--- config.mk ---
export PLATFORM = sky130hd
export DESIGN_NAME = mem_ls_unit
export DESIGN_NICKNAME = d
export VERILOG_FILES = /design/src/rtl/mem_pkg.sv /design/src/rtl/mem_align.sv /design/src/rtl/mem_ls_unit.sv
export SDC_FILE = /design/constraint.sdc
export NUM_CORES = 1
export LEC_CHECK = 0
export ABC_AREA = 0
export CORE_ASPECT_RATIO = 0.75
export CORE_MARGIN = 2
export CORE_UTILIZATION = 45
export CTS_CLUSTER_DIAMETER = 120
export CTS_CLUSTER_SIZE = 28
export DETAILED_ROUTE_END_ITERATION = 8
export GPL_ROUTABILITY_DRIVEN = 0
export PLACE_DENSITY = 0.88
export SYNTH_ARGS = -nofsm -noshare
export SYNTH_HDL_FRONTEND = slang
export SYNTH_SLANG_ARGS = --single-unit
--- constraint.sdc ---
create_clock -name clk -period 2.6 [get_ports clk]
set_clock_uncertainty 0.15 [all_clocks]
set_input_delay 0.52 -clock clk [delete_from_list [all_inputs] [get_ports clk]]
set_output_delay 0.52 -clock clk [all_outputs]
set_load 0.1 [all_outputs]
--- src/rtl/mem_pkg.sv ---
// -----------------------------------------------------------------------------
// mem_pkg
// Shared definitions for the load/store unit: access-size encodings, the
// transaction state enum and a bytes-per-size lookup table.
// -----------------------------------------------------------------------------
package mem_pkg;

  // Access size as carried on ex_size_i.
  typedef enum logic [1:0] {
    SIZE_B = 2'd0,
    SIZE_H = 2'd1,
    SIZE_W = 2'd2,
    SIZE_D = 2'd3
  } size_e;

  // Lifetime of one EX->MEM operation.
  typedef enum logic [1:0] {
    ST_IDLE = 2'd0,
    ST_REQ  = 2'd1,
    ST_WAIT = 2'd2,
    ST_DONE = 2'd3
  } state_e;

  // Number of bytes touched by each size encoding.
  localparam logic [3:0] SIZE_BYTES [4] = '{4'd1, 4'd2, 4'd4, 4'd8};

  function automatic logic [3:0] size_bytes(input logic [1:0] size);
    return SIZE_BYTES[size];
  endfunction

endpackage

--- src/rtl/mem_align.sv ---
// -----------------------------------------------------------------------------
// mem_align
// Purely combinational data alignment for the load/store unit.
//   Request side : addr_lo_i, req_size_i, req_wdata_i
//                  -> misalign_o, be_o (byte enables), wdata_o (lane-replicated)
//   Response side: rsp_lane_i, rsp_size_i, rsp_sign_i, rsp_rdata_i
//                  -> rsp_result_o (shifted down, truncated, sign/zero-extended)
// -----------------------------------------------------------------------------
module mem_align
  import mem_pkg::*;
#(
  parameter int DATA_W = 32,
  localparam int NB     = DATA_W / 8,
  localparam int LANE_W = $clog2(NB)
) (
  input  logic [2:0]        addr_lo_i,
  input  logic [1:0]        req_size_i,
  input  logic [DATA_W-1:0] req_wdata_i,
  output logic              misalign_o,
  output logic [NB-1:0]     be_o,
  output logic [DATA_W-1:0] wdata_o,
  input  logic [LANE_W-1:0] rsp_lane_i,
  input  logic [1:0]        rsp_size_i,
  input  logic              rsp_sign_i,
  input  logic [DATA_W-1:0] rsp_rdata_i,
  output logic [DATA_W-1:0] rsp_result_o
);

  logic [7:0]        be_mask_s;
  logic [DATA_W-1:0] shifted_s;
  logic [DATA_W-1:0] keep_s;
  logic [6:0]        drop_s;
  logic              sext_s;

  // Request side: alignment check, byte enables and store-data replication.
  always_comb begin
    be_mask_s  = 8'h00;
    wdata_o    = req_wdata_i;
    // Low address bits must be zero below the access size; a dword access
    // is never legal on a 32-bit data path.
    misalign_o = (|(addr_lo_i & 3'(size_bytes(req_size_i) - 4'd1))) |
                 ((req_size_i == 2'd3) & (DATA_W != 64));
    case (size_e'(req_size_i))
      SIZE_B: begin
        be_mask_s = 8'h01;
        wdata_o   = {NB{req_wdata_i[7:0]}};
      end
      SIZE_H: begin
        be_mask_s = 8'h03;
        wdata_o   = {(NB/2){req_wdata_i[15:0]}};
      end
      SIZE_W: begin
        be_mask_s = 8'h0F;
        wdata_o   = {(NB/4){req_wdata_i[31:0]}};
      end
      SIZE_D: begin
        be_mask_s = 8'hFF;
        wdata_o   = req_wdata_i;
      end
      default: begin
        be_mask_s = 8'h00;
        wdata_o   = req_wdata_i;
      end
    endcase
    be_o = NB'(be_mask_s << addr_lo_i[LANE_W-1:0]);
  end

  // Response side: bring the addressed lane to bit 0 and extend to full width.
  always_comb begin
    shifted_s = rsp_rdata_i >> {rsp_lane_i, 3'b000};
    drop_s    = 7'd0;
    sext_s    = 1'b0;
    case (size_e'(rsp_size_i))
      SIZE_B: begin
        drop_s = 7'(DATA_W - 8);
        sext_s = shifted_s[7];
      end
      SIZE_H: begin
        drop_s = 7'(DATA_W - 16);
        sext_s = shifted_s[15];
      end
      SIZE_W: begin
        drop_s = 7'(DATA_W - 32);
        sext_s = shifted_s[31];
      end
      SIZE_D: begin
        drop_s = 7'd0;
        sext_s = shifted_s[DATA_W-1];
      end
      default: begin
        drop_s = 7'd0;
        sext_s = 1'b0;
      end
    endcase
    keep_s       = {DATA_W{1'b1}} >> drop_s;
    rsp_result_o = (shifted_s & keep_s) | ({DATA_W{sext_s & rsp_sign_i}} & ~keep_s);
  end

endmodule

--- src/rtl/mem_ls_unit.sv ---
// -----------------------------------------------------------------------------
// mem_ls_unit
// MEM-stage load/store unit. Accepts one op at a time from EX, issues at most
// one data-memory request, and presents the completed op to writeback.
//   ex_*   : EX->MEM op with valid/ready handshake
//   dm_*   : data memory request (req/gnt) and response (rvalid/rdata)
//   wb_*   : MEM->WB result with valid/ready handshake, plus misalign flag
//   ctl_mem_dest_o : destination register of the held op for hazard logic
// -----------------------------------------------------------------------------
module mem_ls_unit
  import mem_pkg::*;
#(
  parameter int DATA_W = 32,
  parameter int ADDR_W = 32,
  localparam int NB     = DATA_W / 8,
  localparam int LANE_W = $clog2(NB)
) (
  input  logic              clk,
  input  logic              rst_n,
  input  logic              ex_valid_i,
  output logic              ex_ready_o,
  input  logic              ex_load_i,
  input  logic              ex_store_i,
  input  logic              ex_sign_i,
  input  logic [1:0]        ex_size_i,
  input  logic [ADDR_W-1:0] ex_addr_i,
  input  logic [DATA_W-1:0] ex_wdata_i,
  input  logic [DATA_W-1:0] ex_result_i,
  input  logic [4:0]        ex_wdest_i,
  input  logic              ex_we_i,
  input  logic [31:0]       ex_pc_i,
  output logic              dm_req_o,
  output logic              dm_we_o,
  output logic [ADDR_W-1:0] dm_addr_o,
  output logic [NB-1:0]     dm_be_o,
  output logic [DATA_W-1:0] dm_wdata_o,
  input  logic              dm_gnt_i,
  input  logic              dm_rvalid_i,
  input  logic [DATA_W-1:0] dm_rdata_i,
  output logic              wb_valid_o,
  input  logic              wb_ready_i,
  output logic [4:0]        wb_wdest_o,
  output logic              wb_we_o,
  output logic [DATA_W-1:0] wb_result_o,
  output logic [31:0]       wb_pc_o,
  output logic              wb_misalign_o,
  output logic [4:0]        ctl_mem_dest_o
);

  state_e              state_q;
  logic                load_q;
  logic                sign_q;
  logic                op_we_q;
  logic [1:0]          size_q;
  logic [LANE_W-1:0]   lane_q;
  logic [DATA_W-1:0]   result_q;

  logic                accept_s;
  logic                mem_op_s;
  logic                misalign_s;
  logic [NB-1:0]       be_s;
  logic [DATA_W-1:0]   wdata_s;
  logic [DATA_W-1:0]   load_res_s;

  // DONE only frees the slot once writeback takes the result.
  assign ex_ready_o = (state_q == ST_IDLE) | ((state_q == ST_DONE) & wb_ready_i);
  assign accept_s   = ex_valid_i & ex_ready_o;
  assign mem_op_s   = ex_load_i | ex_store_i;

  assign ctl_mem_dest_o = ((state_q != ST_IDLE) & op_we_q) ? wb_wdest_o : 5'd0;

  mem_align #(.DATA_W(DATA_W)) u_align (
    .addr_lo_i    (ex_addr_i[2:0]),
    .req_size_i   (ex_size_i),
    .req_wdata_i  (ex_wdata_i),
    .misalign_o   (misalign_s),
    .be_o         (be_s),
    .wdata_o      (wdata_s),
    .rsp_lane_i   (lane_q),
    .rsp_size_i   (size_q),
    .rsp_sign_i   (sign_q),
    .rsp_rdata_i  (dm_rdata_i),
    .rsp_result_o (load_res_s)
  );

  // Transaction FSM with all registered outputs.
  always_ff @(posedge clk or negedge rst_n) begin
    if (!rst_n) begin
      state_q       <= ST_IDLE;
      load_q        <= 1'b0;
      sign_q        <= 1'b0;
      op_we_q       <= 1'b0;
      size_q        <= 2'd0;
      lane_q        <= '0;
      result_q      <= '0;
      dm_req_o      <= 1'b0;
      dm_we_o       <= 1'b0;
      dm_addr_o     <= '0;
      dm_be_o       <= '0;
      dm_wdata_o    <= '0;
      wb_valid_o    <= 1'b0;
      wb_we_o       <= 1'b0;
      wb_misalign_o <= 1'b0;
      wb_result_o   <= '0;
      wb_pc_o       <= 32'd0;
      wb_wdest_o    <= 5'd0;
    end else begin
      case (state_q)
        ST_IDLE, ST_DONE: begin
          if (accept_s) begin
            wb_pc_o    <= ex_pc_i;
            wb_wdest_o <= ex_wdest_i;
            op_we_q    <= ex_we_i;
            result_q   <= ex_result_i;
            load_q     <= ex_load_i;
            sign_q     <= ex_sign_i;
            size_q     <= ex_size_i;
            lane_q     <= ex_addr_i[LANE_W-1:0];
            if (!mem_op_s) begin
              state_q       <= ST_DONE;
              wb_valid_o    <= 1'b1;
              wb_we_o       <= ex_we_i;
              wb_misalign_o <= 1'b0;
              wb_result_o   <= ex_result_i;
            end else if (misalign_s) begin
              state_q       <= ST_DONE;
              wb_valid_o    <= 1'b1;
              wb_we_o       <= 1'b0;
              wb_misalign_o <= 1'b1;
              wb_result_o   <= ex_result_i;
            end else begin
              // Load wins if both load and store are flagged.
              state_q       <= ST_REQ;
              wb_valid_o    <= 1'b0;
              wb_we_o       <= ex_load_i & ex_we_i;
              wb_misalign_o <= 1'b0;
              dm_req_o      <= 1'b1;
              dm_we_o       <= ~ex_load_i;
              dm_addr_o     <= ex_addr_i;
              dm_be_o       <= be_s;
              dm_wdata_o    <= wdata_s;
            end
          end else if ((state_q == ST_DONE) && wb_ready_i) begin
            state_q    <= ST_IDLE;
            wb_valid_o <= 1'b0;
          end else begin
            state_q <= state_q;
          end
        end
        ST_REQ: begin
          // A response in REQ only counts together with the grant.
          if (dm_gnt_i) begin
            dm_req_o <= 1'b0;
            dm_we_o  <= 1'b0;
            if (dm_rvalid_i) begin
              state_q     <= ST_DONE;
              wb_valid_o  <= 1'b1;
              wb_result_o <= load_q ? load_res_s : result_q;
            end else begin
              state_q <= ST_WAIT;
            end
          end else begin
            state_q <= ST_REQ;
          end
        end
        ST_WAIT: begin
          if (dm_rvalid_i) begin
            state_q     <= ST_DONE;
            wb_valid_o  <= 1'b1;
            wb_result_o <= load_q ? load_res_s : result_q;
          end else begin
            state_q <= ST_WAIT;
          end
        end
        default: begin
          state_q <= ST_IDLE;
        end
      endcase
    end
  end

endmodule

==> metrics.md, run 1 <==
| Metric | Value |
|---|---|
| Most frequent cells in the layout | `389 x nand2_1, 182 x dfrtp_1, 175 x clkdlybuf4s50_1` |
| CP cell instances | `inv_1 -> ha_1 -> nor2b_4 -> and2_1 -> buf_12` |
| DP HPWL | `20300 um` |
| Worst hold slack | `around 0.33 ns` |
| Core area | `18700 um2` |
| Mean Syn Cell Area | `approximately 9.2 um2` |
| Largest net degree at the start of global routing | `69` |
| WL per Instance | `17.9 um` |
| I/O Pins | `~330` |
| Vias in the first global route | `roughly 8000` |
| Total Routing Usage GR | `26.7%` |
| Drc violations | `0` |
| Critical Path AT | `approximately 1.8 ns` |
| Post-route cell area | `12700 um2` |
| Worst-path fanout max | `5` |
| Slowest cell on the critical path | `dfrtp_1` |
| Most common cell after layout, fill and taps aside | `nand2_1` |
| Area Growth Syn to Fin | `46.9%` |
| Share of cells above drive strength 1 | `20.3%` |
| Fin. Hold Viols | `0` |
| Syn Inst Count | `935` |
| CTS Sinks | `183` |
| Die ar. | `20300 um2` |
| Row count | `between 40 and 50` |
| Die X-Extent | `approximately 160 um` |
| Placed cells | `around 1500` |
| Seq/Total Area, Yosys | `53.0%` |
| Relative slew slack | `47.1%` |
| Worst-skew pair later-pin latency | `0.42 ns` |
| # Max-Cap Violations | `0` |
| Vias per inst | `5.29` |
| EDFF count, synth | `0` |
| Critical path startpoint | `state_q[0]` |
| Initial Utilization | `46.3%` |
| CTS root buf | `clkbuf_16` |
| RSZ-0062 raised after global routing | `no` |
| Asr flop ratio synth | `100%` |
| #FFs+latches synth | `around 180` |
| Min cycle time layout | `2.48 ns` |
| Worst-margin pin slew | `0.788 ns` |
| Clock buffer count from CTS | `17` |
| Clk buf depth | `2` |
| Synth Flop Type | `dfrtp_1` |
| Setup violations, final | `0` |
| Synth area leader | `dfrtp_1` |
| Die Y | `124 um` |
| Hold_sp | `wb_pc_o[9]` |
| Max Fclk | `about 400 MHz` |
| CTS tree | `done` |
| Worst Setup End Kind | `primary output` |
| Fin nets | `about 1400` |
| Clk slew on worst S/H paths | `roughly 0.070 ns` |
| Reg2Reg Launch Point | `state_q[0]` |
| Fin. max-slew vios | `0` |
| Top post-synthesis cells by area | `dfrtp_1 53%, nand2_1 17%, mux2i_1 5.4%` |
| Status | `finished, final reports clean` |
| Post-synth top area share | `roughly 53%` |
| # port buffers | `~320` |
| Starting DRT DRC Count | `794` |
| H-Tree Depth | `4` |
| Wirelength, routed | `27200 um` |
| Kind of start point of the critical path | `flip-flop` |
| Initial antenna violation count | `1` |
| Final Non-Filler Cells | `1519` |
| Synthesized area | `8640 um2` |
| Via count | `~8000` |
| Post-placement cell area | `12100 um2` |
| First-pass GRT wire length | `41800 um` |
| Yosys warning count | `0` |
| CP max stage delay | `0.42 ns` |
| Final Core Density | `roughly 70%` |
| WP data required | `1.93 ns` |
| Total grt overflow | `0` |
| Distinct cells, synth | `44` |
| DR pass1 iterations | `6` |
| Remaining antenna violation count | `0` |
| Syn nets | `1116` |
| Post-CTS Setup Bufs | `0` |
| Final period util | `95.5%` |
| Crit Path Class | `reg -> out` |
| Tightest Hold Check Type | `reg -> reg` |
Yosys cell counts, types with 2 or more instances:
library cell / instances
nand2_1: 389
dfrtp_1: 183
o21ai_0: 54
mux2i_1: 47
clkbuf_1: 34
a21oi_1: 29
nor2_1: 26
a2bb2oi_1: 24
o21ai_1: 19
buf_2: 14
o31ai_1: 12
o221ai_2: 10
mux4_2: 8
o211ai_1: 8
a21bo_2: 7
buf_1: 7
and2_1: 6
buf_6: 6
inv_1: 6
nor3_1: 6
o221ai_1: 6
ha_1: 4
nand2b_1: 4
nor2b_1: 3
a2111oi_4: 2
a21o_1: 2
nand3_1: 2
layout make-up:
cell class / count / area (um2)
diodes: 1 / 2.50
repair buffers: 367 / 3410
clock buffers: 22 / 494
inverters: 6 / 26.3
multi-input cells: 685 / 3780
clock inverters: 8 / 88.8
well taps: 247 / 309
fillers: 1459 / 5970
flip-flops and latches: 183 / 4580
state kept, by name, indices dropped and copies added (netlist names), 2 cells and up:
signal / cells
dm_wdata_o: 32
lane_q: 2
state_q: 2
wb_pc_o: 32
wb_result_o: 32
wb_wdest_o: 5
dm_addr_o: 32
dm_be_o: 4
result_q: 32
size_q: 2
timing repair:
item,in CTS,in global routing
gates cloned,0,0
gates resized for setup,1,2
hold endpoints to repair,60,0
setup endpoints to repair,5,6
hold buffers,1,0
critical path: cells and delay by family (launching register included):
kind,cells,cell delay [ns]
buffers and inverters,2,0.27
adders and majority gates,1,0.30
and+or+nand+nor,2,0.40
DFF,1,0.42
cells by family after synthesis:
family | share of synthesized area, %
AND/OR/NAND/NOR | 20.0
AO/OA/AOI/OAI | 15.2
flip-flops | 53.0
buffers and inverters | 3.63
multiplexers | 7.66
adder cells (fa/ha/maj) | 0.579
final timing paths:
check / slack (ns) / to / cells after the start
setup / recovery: 0.12 / ctl_mem_dest_o[2] / 5
hold / removal: 0.33 / wb_pc_o[9] / 2
setup reg to reg: 0.25 / wb_result_o[23] / 8
hold reg to reg: 0.33 / wb_pc_o[9] / 2
max in group asynchronous: 1.11 / wb_result_o[4] / 3
min in group asynchronous: 0.48 / wb_wdest_o[2] / 2
metrics by stage:
stage,setup slack (ns),setup TNS [ns]
2_1_floorplan,0.0229,0
3_3_place_gp,-0.0441,-0.285
3_5_place_dp,-0.0700,-0.242
4_1_cts,0.0569,0
5_1_grt,0.00955,0
6_report,0.116,0
metal layers:
layer	share of wire [%]	vias up	GRT usage, %
li1	-	3799	-
met1	42	3857	34.7
met2	48	351	44.7
met3	9.0	36	7.53
met4	1.5	0	6.80
met5	0	-	0
Power of run 1 is left out: the tool's default activity adds up to more than one toggle a clock period on the data nets, which glitch-free logic cannot reach.
==> inputs of run 2 (changes only) <==
CORE_MARGIN = unset   (was 2)
CTS_CLUSTER_DIAMETER = 40   (was 120)
==> run 2 against run 1 <==
Cell area fell by 0.45%. Core utilization fell by 0.31 points. Global-route usage increased by 1.4 points. Non-clock buffer count decreased by 3. Critical path type unchanged.
==> metrics.md, run 2 (same netlist as run 1, synthesis figures left out) <==
| Metric | Value |
|---|---|
| Status | `finished, final reports clean` |
| Critical Path AT | `1.82 ns (about the same)` |
| Ant. Diodes | `0 (-1)` |
| Initial Utilization | `46.3% (unchanged)` |
| Wirelength, routed | `27400 um (+0.76%)` |
| Clk buf depth | `2 (unchanged)` |
| Worst flop-to-flop path endpoint | `dm_addr_o[21]` |
| Register area | `4580 um2 (unchanged)` |
| Remaining antenna violation count | `0 (unchanged)` |
| # port buffers | `324 (unchanged)` |
| Fin. max-slew vios | `0 (unchanged)` |
| CTS root buf | `clkbuf_16` |
| Drc violations | `0 (unchanged)` |
| Post-route cell area | `12600 um2 (-0.45%)` |
| Post-CTS Setup Bufs | `0 (unchanged)` |
| Relative slew slack | `40.5% (-6.6 points)` |
| H-Tree Depth | `4 (unchanged)` |
| CTS Sinks | `183 (unchanged)` |
| Worst-margin pin slew | `0.886 ns (+0.0986 ns)` |
| R2R Setup Slk | `0.29 ns (+0.04 ns)` |
| Filler cell count | `1432 (-1.9%)` |
| Cell family with most CP delay | `simple AND/OR/NAND/NOR gates` |
| Hold depth | `2 (unchanged)` |
| DP HPWL | `20400 um (+0.29%)` |
| WP data required | `1.93 ns (about the same)` |
| Register-to-Register Path Depth | `9 (+1)` |
| Post-placement cell area | `12100 um2 (-0.29%)` |
| Largest net degree at the start of global routing | `71 (+2.9%)` |
| Kind of start point of the critical path | `flip-flop` |
| Crit Path Class | `reg -> out` |
| I/O Pins | `325 (unchanged)` |
| Setup violations, final | `0 (unchanged)` |
| Initial antenna violation count | `0 (-1)` |
| Min cycle time layout | `2.49 ns (+0.0102 ns)` |
| DR pass1 iterations | `5 (-1)` |
| Clock buffer count from CTS | `17 (unchanged)` |
| Core area | `18700 um2 (unchanged)` |
| # Max-Cap Violations | `0 (unchanged)` |
| Worst-skew pair later-pin latency | `0.43 ns (about the same)` |
| Total grt overflow | `0 (unchanged)` |
| Die X-Extent | `162 um (-1.2%)` |
| Reg2Reg Launch Point | `state_q[0]` |
| Die ar. | `19800 um2 (-2.8%)` |
| CP cell instances | `inv_1 -> ha_1 -> nor2b_2 -> and2_2 -> buf_12` |
| Share of cells above drive strength 1 | `20.2% (-0.14 points)` |
| CP max stage delay | `0.41 ns (about the same)` |
| Row count | `43 (unchanged)` |
| Final period util | `95.9% (+0.39 points)` |
| Multi-input gate area | `3770 um2 (-0.30%)` |
| Hold endpoint | `wb_pc_o[3]` |
| Total Routing Usage GR | `28.2% (+1.4 points)` |
| First-pass GRT wire length | `42500 um (+1.6%)` |
| Worst-path fanout max | `5 (unchanged)` |
| Starting DRT DRC Count | `738 (-7.1%)` |
| Slowest cell on the critical path | `dfrtp_1` |
| Area Growth Syn to Fin | `46.3%` |
| Most common cell after layout, fill and taps aside | `nand2_1` |
| Clk slew on worst S/H paths | `0.07 ns (about the same)` |
| Hold_sp | `wb_pc_o[3]` |
| Buf+Inv Stages, Crit Path | `2 (unchanged)` |
| Via count | `8144 (+1.3%)` |
| Fin nets | `1438 (-0.21%)` |
| Max Fclk | `401 MHz (-0.41%)` |
| Tightest Hold Check Type | `reg -> reg` |
| Vias in the first global route | `8068 (+1.3%)` |
| Most frequent cells in the layout | `389 x nand2_1, 182 x dfrtp_1, 175 x clkdlybuf4s50_1` |
| CTS tree | `done` |
| Final Core Density | `67.7% (-0.31 points)` |
| Die Y | `122 um (-1.6%)` |
| Worst Setup End Kind | `primary output` |
| WL per Instance | `18.1 um (+0.90%)` |
| Vias per inst | `5.37 (+1.4%)` |
| RSZ-0062 raised after global routing | `yes` |
| Fin. Hold Viols | `0 (unchanged)` |
==> run 2: cell count changes in the layout (fill, tap and decap cells not counted), sizes merged <==
cell	change
clkinvlp	+1
buf	-3
diode	-1
inv	+4
clkbuf	-3
==> run 2: tightest hold or removal path: cells and delay by family, from the launching register on <==
| kind | cells | cell delay [ns] |
|---|---|---|
| simple gates | 2 | 0.10 |
| flops | 1 | 0.34 |
==> run 2: worst max-delay path by stage <==
stage / startpoint / slack, ns / endpoint / depth (start not counted)
detailed placement: ex_addr_i[1] / -0.06 / dm_addr_o[21] / 8
finish: state_q[0] / 0.11 / ctl_mem_dest_o[1] / 5
floorplan: state_q[0] / 0.02 / wb_pc_o[0] / 9
global route: state_q[0] / -0.03 / ctl_mem_dest_o[1] / 5
CTS: state_q[0] / 0.02 / ctl_mem_dest_o[1] / 5
global placement: ex_addr_i[1] / -0.04 / dm_be_o[3] / 5
==> run 2: layout make-up <==
type	instances	area share, %
clock buffers	19	3.42
multi-input cells	685	29.8
repair buffers	364	26.7
well taps	247	2.44
inverters	6	0.208
clock inverters	13	1.12
flip-flops and latches	183	36.2
==> run 2: repair_timing <==
| item | in CTS | in global routing |
|---|---|---|
| pin swaps | 0 | 0 |
| endpoints found under the setup margin | 2 | 4 |
| endpoints found under the hold margin | 27 | 0 |
| gates resized for setup | 1 | 1 |
| hold buffers | 1 | 0 |
==> run 2: stage by stage <==
stage,setup slack (ns),hold slack [ns],TNS [ns],cells
floorplan,0.0229,0.0744,0,935
global placement,-0.0448,0.285,-0.443,1484
detailed placement,-0.0622,0.280,-1.03,1484
CTS,0.0159,0.331,0,1517
global route,-0.0267,0.350,-0.0501,1517
finish,0.106,0.325,0,1517
==> run 2: per-layer routing <==
layer,vias to the layer above,GRT usage (%),part of all wire (%)
li1,3792,-,-
met3,50,8.72,8.7
met5,-,0,0
met1,3937,36.4,41
met2,365,44.9,47
met4,0,10.0,2.5
Power of run 2 is left out for the same reason.
